### config.mk
export PLATFORM = sky130hd
export DESIGN_NAME = imem_prefetch_buf
export DESIGN_NICKNAME = d
export VERILOG_FILES = /design/src/rtl/imem_prefetch_buf.sv
export SDC_FILE = /design/constraint.sdc
export NUM_CORES = 1
export LEC_CHECK = 0
export CAP_MARGIN = 5
export CELL_PAD_IN_SITES_DETAIL_PLACEMENT = 1
export CELL_PAD_IN_SITES_GLOBAL_PLACEMENT = 2
export CORE_ASPECT_RATIO = 0.6
export CORE_MARGIN = 3
export CORE_UTILIZATION = 45
export DETAILED_ROUTE_END_ITERATION = 12
export PLACE_DENSITY_LB_ADDON = 0.1
export REMOVE_ABC_BUFFERS = 1
export SLEW_MARGIN = 10
export SYNTH_ARGS = -nofsm -noshare
export SYNTH_HDL_FRONTEND = slang
export SYNTH_SLANG_ARGS = --single-unit
### constraint.sdc
create_clock -name i_clk -period 13.3 [get_ports i_clk]
set_input_delay 1.33 -clock i_clk [delete_from_list [all_inputs] [get_ports i_clk]]
set_output_delay 1.33 -clock i_clk [all_outputs]
set_load 0.005 [all_outputs]
### src/rtl/imem_prefetch_buf.sv
// Sequential instruction prefetch buffer between the CPU fetch port and IMem.
// Fetches ahead into a small {addr, instr} FIFO so straight-line code hits
// with zero added latency. A non-sequential request flushes the FIFO and
// restarts fetching, draining any IMem request that is still in flight first.
module imem_prefetch_buf #(
  parameter int DEPTH = 4
) (
  input  logic        i_clk,
  input  logic        i_reset,
  input  logic [31:0] i_cpu_addr,
  input  logic        i_cpu_valid,
  output logic        o_cpu_good,
  output logic [31:0] o_cpu_instr,
  output logic [31:0] o_mem_addr,
  output logic        o_mem_valid,
  input  logic        i_mem_good,
  input  logic [31:0] i_mem_instr
);

  localparam int PW = (DEPTH > 1) ? $clog2(DEPTH) : 1;
  localparam int CW = PW + 1;
  localparam logic [CW-1:0] FULL = CW'(DEPTH);

  localparam logic [1:0] ST_IDLE  = 2'd0;
  localparam logic [1:0] ST_FETCH = 2'd1;
  localparam logic [1:0] ST_DRAIN = 2'd2;

  logic [1:0]    r_state;
  logic [31:0]   r_mem_addr;
  logic          r_mem_valid;
  logic [31:0]   r_exp_addr;
  logic [31:0]   r_restart_addr;
  logic [PW-1:0] r_rd_ptr;
  logic [PW-1:0] r_wr_ptr;
  logic [CW-1:0] r_count;
  logic [31:0]   r_fifo_addr  [DEPTH];
  logic [31:0]   r_fifo_instr [DEPTH];

  logic          w_empty;
  logic [31:0]   w_head_addr;
  logic [31:0]   w_head_instr;
  logic          w_hit;
  logic          w_wait;
  logic          w_miss;
  logic          w_mem_done;
  logic          w_enq;
  logic          w_pop;
  logic [CW-1:0] w_count_next;

  assign w_empty      = (r_count == '0);
  assign w_head_addr  = r_fifo_addr[r_rd_ptr];
  assign w_head_instr = r_fifo_instr[r_rd_ptr];
  assign w_mem_done   = r_mem_valid & i_mem_good;

  // Classify the CPU request: hit on the FIFO head, wait for the word already
  // being fetched, or miss (anything else, including a mismatching head).
  always_comb begin
    w_hit  = i_cpu_valid & ~w_empty & (w_head_addr == i_cpu_addr);
    w_wait = i_cpu_valid & w_empty &
             (((r_state == ST_FETCH) & (i_cpu_addr == r_exp_addr)) |
              ((r_state == ST_DRAIN) & (i_cpu_addr == r_restart_addr)));
    w_miss = i_cpu_valid & ~w_hit & ~w_wait;
  end

  // Only words fetched in FETCH are kept; a miss flushes, so its data is dropped.
  assign w_enq = (r_state == ST_FETCH) & w_mem_done & ~w_miss;
  assign w_pop = w_hit;

  // Occupancy after this edge, with pop and enqueue cancelling each other.
  always_comb begin
    w_count_next = r_count;
    if (w_enq & ~w_pop) begin
      w_count_next = r_count + CW'(1);
    end else if (~w_enq & w_pop) begin
      w_count_next = r_count - CW'(1);
    end
  end

  assign o_cpu_good  = w_hit;
  assign o_cpu_instr = w_hit ? w_head_instr : 32'h0;
  assign o_mem_addr  = r_mem_addr;
  assign o_mem_valid = r_mem_valid;

  // FIFO storage: written at the tail on each accepted IMem word.
  always_ff @(posedge i_clk) begin
    if (w_enq) begin
      r_fifo_addr[r_wr_ptr]  <= r_exp_addr;
      r_fifo_instr[r_wr_ptr] <= i_mem_instr;
    end
  end

  // Control: FIFO pointers, fetch state machine and the IMem request register.
  always_ff @(posedge i_clk or posedge i_reset) begin
    if (i_reset) begin
      r_state        <= ST_IDLE;
      r_mem_addr     <= 32'h0;
      r_mem_valid    <= 1'b0;
      r_exp_addr     <= 32'h0;
      r_restart_addr <= 32'h0;
      r_rd_ptr       <= '0;
      r_wr_ptr       <= '0;
      r_count        <= '0;
    end else if (w_miss) begin
      r_rd_ptr       <= '0;
      r_wr_ptr       <= '0;
      r_count        <= '0;
      r_restart_addr <= i_cpu_addr;
      if (r_mem_valid & ~i_mem_good) begin
        // A request is still open and must be held stable until it completes.
        r_state <= ST_DRAIN;
      end else begin
        r_state     <= ST_FETCH;
        r_exp_addr  <= i_cpu_addr;
        r_mem_addr  <= i_cpu_addr;
        r_mem_valid <= 1'b1;
      end
    end else begin
      if (w_pop) begin
        r_rd_ptr <= r_rd_ptr + PW'(1);
      end
      if (w_enq) begin
        r_wr_ptr <= r_wr_ptr + PW'(1);
      end
      r_count <= w_count_next;
      case (r_state)
        ST_FETCH: begin
          if (r_mem_valid) begin
            if (i_mem_good) begin
              r_exp_addr <= r_exp_addr + 32'd4;
              if (w_count_next < FULL) begin
                r_mem_addr <= r_exp_addr + 32'd4;
              end else begin
                r_mem_valid <= 1'b0;
              end
            end
          end else if (r_count < FULL) begin
            r_mem_addr  <= r_exp_addr;
            r_mem_valid <= 1'b1;
          end
        end
        ST_DRAIN: begin
          if (w_mem_done) begin
            r_mem_addr <= r_restart_addr;
            r_exp_addr <= r_restart_addr;
            r_state    <= ST_FETCH;
          end
        end
        default: begin
        end
      endcase
    end
  end

endmodule

==> results of run 1 <==
## flip-flops by register name, summed over array words and instances, names as in the netlist
register,count
r_fifo_addr,128
r_fifo_instr,128
o_mem_addr,32
r_exp_addr,32
r_restart_addr,32
r_count,3
r_rd_ptr,2
r_state,2
r_wr_ptr,2
o_mem_valid,1
## cells by family (layout without fill, tap and decap cells)
family / count (synthesis) / after routing / share of synthesized area
flops: 362 / 362 / 0.608
simple gates: 248 / 248 / 0.0751
compound gates: 207 / 207 / 0.0811
mux: 145 / 145 / 0.134
xor+xnor: 131 / 131 / 0.0675
buf+inv: 110 / 237 / 0.0280
fa+ha+maj: 8 / 8 / 0.00589
## where the power goes
group	total, mW	switching, mW	internal [mW]	leakage, nW
combinational	0.408	0.192	0.216	2.61
clock	1.09	0.458	0.628	0.608
sequential	1.44	0.133	1.31	3.60
total	2.94	0.783	2.15	6.82
## worst paths after layout
check                                    start              end  slack (ns)  cells past startpoint
worst max-delay path               r_rd_ptr[1]  o_cpu_instr[14]        6.32                     10
worst min-delay path            o_mem_addr[29]   o_mem_addr[29]        0.51                      1
worst max register to register     r_rd_ptr[1]    o_mem_addr[3]        6.74                     12
worst min register to register  o_mem_addr[29]   o_mem_addr[29]        0.51                      1
max in group asynchronous              i_reset   o_mem_addr[20]       10.71                      3
min in group asynchronous              i_reset   r_exp_addr[11]        1.31                      2
## layer usage
layer  GRT usage  up-vias  part of all wire
met3      0.0503       50             0.068
met2       0.354      284              0.43
met4      0.0445        0             0.013
met5           0        -                 0
li1            -     4747                 -
met1       0.377     5571              0.49
## metrics by stage
step / worst slack, ns / instance area (sq um) / instances
3_3_place_gp: 6.71 / 18700 / 1774
5_1_grt: 5.96 / 20000 / 1842
3_5_place_dp: 6.70 / 18700 / 1774
4_1_cts: 6.27 / 20000 / 1842
6_report: 6.32 / 20000 / 1842
2_1_floorplan: 5.37 / 16600 / 1119
## worst max-delay path, stage by stage (launching register included)
cell	delay, ns
dfrtp_4	0.70
buf_4	0.69
mux4_2	0.44
xor2_1	0.22
nor4_1	0.97
nand4_1	0.51
nor4_1	0.35
nand3_1	0.11
buf_4	0.27
nor2b_1	0.19
clkdlybuf4s50_1	0.54
## synth_stat cells (4+ instances only)
| cell type | n | area [sq um] |
|---|---|---|
| and4_1 | 4 | 35.0 |
| nor4_1 | 15 | 93.8 |
| o21ai_0 | 90 | 450 |
| nor3_1 | 4 | 20.0 |
| buf_2 | 4 | 20.0 |
| and2_1 | 9 | 56.3 |
| o41ai_1 | 5 | 43.8 |
| mux2_2 | 28 | 315 |
| xnor2_1 | 49 | 429 |
| ha_1 | 8 | 100 |
| o31ai_1 | 15 | 113 |
| a31oi_1 | 4 | 25.0 |
| buf_6 | 4 | 45.0 |
| dfrtp_1 | 106 | 2650 |
| edfxtp_1 | 256 | 7690 |
| a21oi_1 | 15 | 75.1 |
| buf_1 | 9 | 33.8 |
| nor2b_1 | 37 | 231 |
| a22o_1 | 27 | 236 |
| nand2_1 | 64 | 240 |
| mux4_2 | 49 | 1100 |
| nand2b_1 | 14 | 87.6 |
| mux2i_1 | 36 | 360 |
| a22oi_1 | 27 | 203 |
| mux2_4 | 30 | 450 |
| nand3_1 | 28 | 140 |
| nand4_1 | 16 | 100 |
| nor2_1 | 38 | 143 |
| clkbuf_1 | 71 | 267 |
| inv_1 | 18 | 67.6 |
| xor2_1 | 82 | 718 |
| and3_1 | 16 | 100 |
## final cells by class
type | count | area share
tap | 504 | 0.0316
clock buffer | 48 | 0.0494
timing repair buffer | 151 | 0.0734
inverter | 18 | 0.00351
multi-input combinational | 739 | 0.311
sequential | 362 | 0.518
clock inverter | 20 | 0.0128
==> metrics.yaml, run 1 <==
drive_gt1_frac: 0.146
finClkSkew_ns: 0.0234
root_buffer: "clkbuf_16"
maxSlewHeadroom: 0.256
seqCellArea_sq_um: 10300
synthArstFlopShare: 0.293
viasPerCell: 5.78
finalHoldViolations: 0
crit_required_ns: 11.97
wire_per_inst_um: 26.1
fin_tns_setup_ns: 0
synth-seq-cells: 362
num_vias: 10700
portBuffers: 133
nNetsFinal: 1385
crit_arrival_ns: 5.65
grt_pass1_wl_um: 72800
fmax_mhz: 143
hold_path.class: "reg -> reg"
utilization: 0.542
drt-initial-drc-count: 828
ant_nets: 0
routed_wl_um: 48100
synthCells: 1211
cts_hold_buf: 0
ys_seq_area_frac: 0.608
ys.flop_type: "edfxtp_1"
critPathCaptureType: "primary output"
multi_input_area_sq_um: 6210
drc_errors: 0
ys_types: 56
status: "completed"
dieArea_sq_um: 40200
ys_warn_count: 0
fin_hold_ws_ns: 0.513
nFillCells: 3543
grt-ovfl-total: 0
power.density_nw_per_um2: 147
power_leakage_nw: 6.82
io_pins: 134
critPathKind: "reg -> out"
die_x_um: 257
cts_made_buffers: 37
netlist_area_sq_um: 17000
clock-sinks: 362
grtUsageTotal: 0.242
final_common_cell: "edfxtp_1"
grt_max_degree: 74
p_total_mw: 2.94
ir_worst_vdd_uv: 103
core-area_sq_um: 36800
fin_crit_sh: 0.525
antenna_found_initial: 0
gp_congestion: 0.840
clk_path_buf_depth: 3
worst-path-max-fanout: 49
dr.pass1.iters: 5
cts_tree: "done"
postCtsSetupBuffers: 0
syn_avg_cell_area_sq_um: 14.0
rsz0062_at_grt: "no"
start_kind: "flop"
drv_cap: 0
grt_pass1_vias: 11000
tightest_slew_ns: 1.11
die_h_um: 157
ctsHtreeMaxLevel: 2
insertion_delay_ns: 0.55
fp-row-count: 54
min_period_ns: 6.98
final_cell_mix: "256 x edfxtp_1, 133 x clkdlybuf4s50_1, 104 x dfrtp_1, 90 x o21ai_0, 82 x xor2_1"
synth-edff-count: 256
ctsResizeCount: 0
clk_pin_slew_ns: 0.06
dp_hpwl_um: 32100
slew_viol_final: 0
initial_core_util: 0.462
diodes: 0
area_delta_synth_final_pct: 17.5
setup_viol: 0
(Power assumes the default switching activity.)
==> run 2: changes to the inputs <==
- CORE_UTILIZATION: 45 -> 38
- clock period: 13.3 -> 6.23 ns (I/O delays scaled with it)
==> metrics.yaml, run 2 (same netlist as run 1, synthesis figures left out) <==
die_h_um: 170
gp_congestion: 0.860
initial_core_util: 0.388
dpl-instance-area_sq_um: 19100
dp_cells: 1866
p_total_mw: 6.40
status: "completed"
dp_hpwl_um: 35300
crit_slowest_cell: "dfrtp_4"
utilization: 0.467
drv_cap: 0
nNetsFinal: 1404
min_period_ns: 5.59
crit_required_ns: 5.61
worst-path-max-fanout: 36
routed_wl_um: 51100
final_common_cell: "edfxtp_1"
area_delta_synth_final_pct: 20.1
cts_made_buffers: 39
cpMostUsedCell: "buf_4"
io_pins: 134
portBuffers: 133
drt-initial-drc-count: 817
postCtsSetupBuffers: 0
finClkSkew_ns: 0.0227
seqCellArea_sq_um: 10300
finalNonFillerCells: 1938
core-area_sq_um: 43800
cts_hold_buf: 0
clk_pin_slew_ns: 0.06
diodes: 0
tightest_slew_ns: 0.924
wire_per_inst_um: 26.3
die_x_um: 279
path_cells: "buf_4 > mux4_2 > xor2_1 > nor4_1 > nand4_1 > buf_4 > nor4_1 > nand3_2 > buf_4 > nor2b_1 > clkdlybuf4s50_1"
setup_viol: 0
grt_pass1_wl_um: 76000
power_leakage_nw: 6.98
fin_hold_ws_ns: 0.510
final_cell_mix: "256 x edfxtp_1, 133 x clkdlybuf4s50_1, 104 x dfrtp_1, 90 x o21ai_0, 82 x xor2_1"
design_area_sq_um: 20400
ctsHtreeMaxLevel: 2
maxSlewHeadroom: 0.384
hold_path.class: "reg -> reg"
fmax_mhz: 179
finalHoldViolations: 0
cts_tree: "done"
antenna_found_initial: 1
ir_worst_vdd_uv: 157
slew_viol_final: 0
dr.pass1.iters: 5
dieArea_sq_um: 47400
fp-row-count: 59
slowest_delay_ns: 0.72
drc_errors: 0
ctsResizeCount: 0
fin_crit_sh: 0.897
drive_gt1_frac: 0.164
critPathBufInv: 4
root_buffer: "clkbuf_16"
clock-sinks: 362
grt_max_degree: 60
num_vias: 10800
crit_arrival_ns: 4.97
critPathKind: "reg -> out"
power.density_nw_per_um2: 313
rsz0062_at_grt: "no"
rrSetupSlack_ns: 1.00
insertion_delay_ns: 0.54
ant_nets: 0
start_kind: "flop"
grt_pass1_vias: 11100
grtUsageTotal: 0.217
grt-ovfl-total: 0
clk_path_buf_depth: 3
viasPerCell: 5.57
reg.largest.list: "r_fifo_addr x128, r_fifo_instr x128"
nFillCells: 4380
critPathCaptureType: "primary output"
cp_top_family: "buffers and inverters"
multi_input_area_sq_um: 6220
-- run 2: routing by layer --
| layer | track usage | vias to the layer above | routed length, um |
|---|---|---|---|
| li1 | - | 4784 | - |
| met1 | 0.340 | 5679 | 26000 |
| met2 | 0.303 | 274 | 21100 |
| met3 | 0.0547 | 59 | 3290 |
| met4 | 0.0376 | 0 | 745 |
| met5 | 0 | - | 0 |
-- run 2: final timing paths --
check                                from        endpoint  depth (start not counted)
setup / recovery              r_rd_ptr[1]  o_cpu_instr[8]                         11
hold / removal             o_mem_addr[19]  o_mem_addr[19]                          1
setup reg to reg              r_rd_ptr[1]  o_mem_addr[30]                         12
hold reg to reg            o_mem_addr[19]  o_mem_addr[19]                          1
max in group asynchronous         i_reset  r_exp_addr[18]                          3
min in group asynchronous         i_reset  r_exp_addr[13]                          2
-- run 2: power breakdown --
part	total [mW]	switching [mW]	internal (mW)	leakage, nW
clock network	2.41	0.998	1.41	0.651
logic	0.929	0.451	0.478	2.73
registers	3.06	0.267	2.80	3.60
total	6.40	1.72	4.68	6.98
-- run 2: layout make-up --
cell class	instances	area share
sequential	362	0.507
multi-input combinational	739	0.305
timing repair buffer	168	0.0848
clock buffer	53	0.0554
tap	579	0.0355
clock inverter	19	0.00968
inverter	18	0.00343
-- run 2: per-stage QoR --
stage | worst slack, ns | setup TNS [ns]
floorplan | -1.70 | -496.38
global placement | 1.01 | 0
detailed placement | 0.984 | 0
CTS | 0.631 | 0
global route | 0.401 | 0
finish | 0.641 | 0
-- run 2: worst reg2reg max path: stages, from the launching register on --
cell and delay [ns]:
dfrtp_4 0.72, buf_4 0.44, mux4_2 0.48, xor2_1 0.24, nor4_1 0.66, nand4_1 0.20
buf_4 0.21, or4_4 0.55, a21oi_1 0.17, nor2_1 0.09, a211oi_4 0.76, buf_12 0.28
mux2_4 0.34
==> run 3: changes to the inputs <==
- CAP_MARGIN: 5 -> 0
==> results of run 3 <==
Final layout, timing and power as in run 2 (identical DEF).
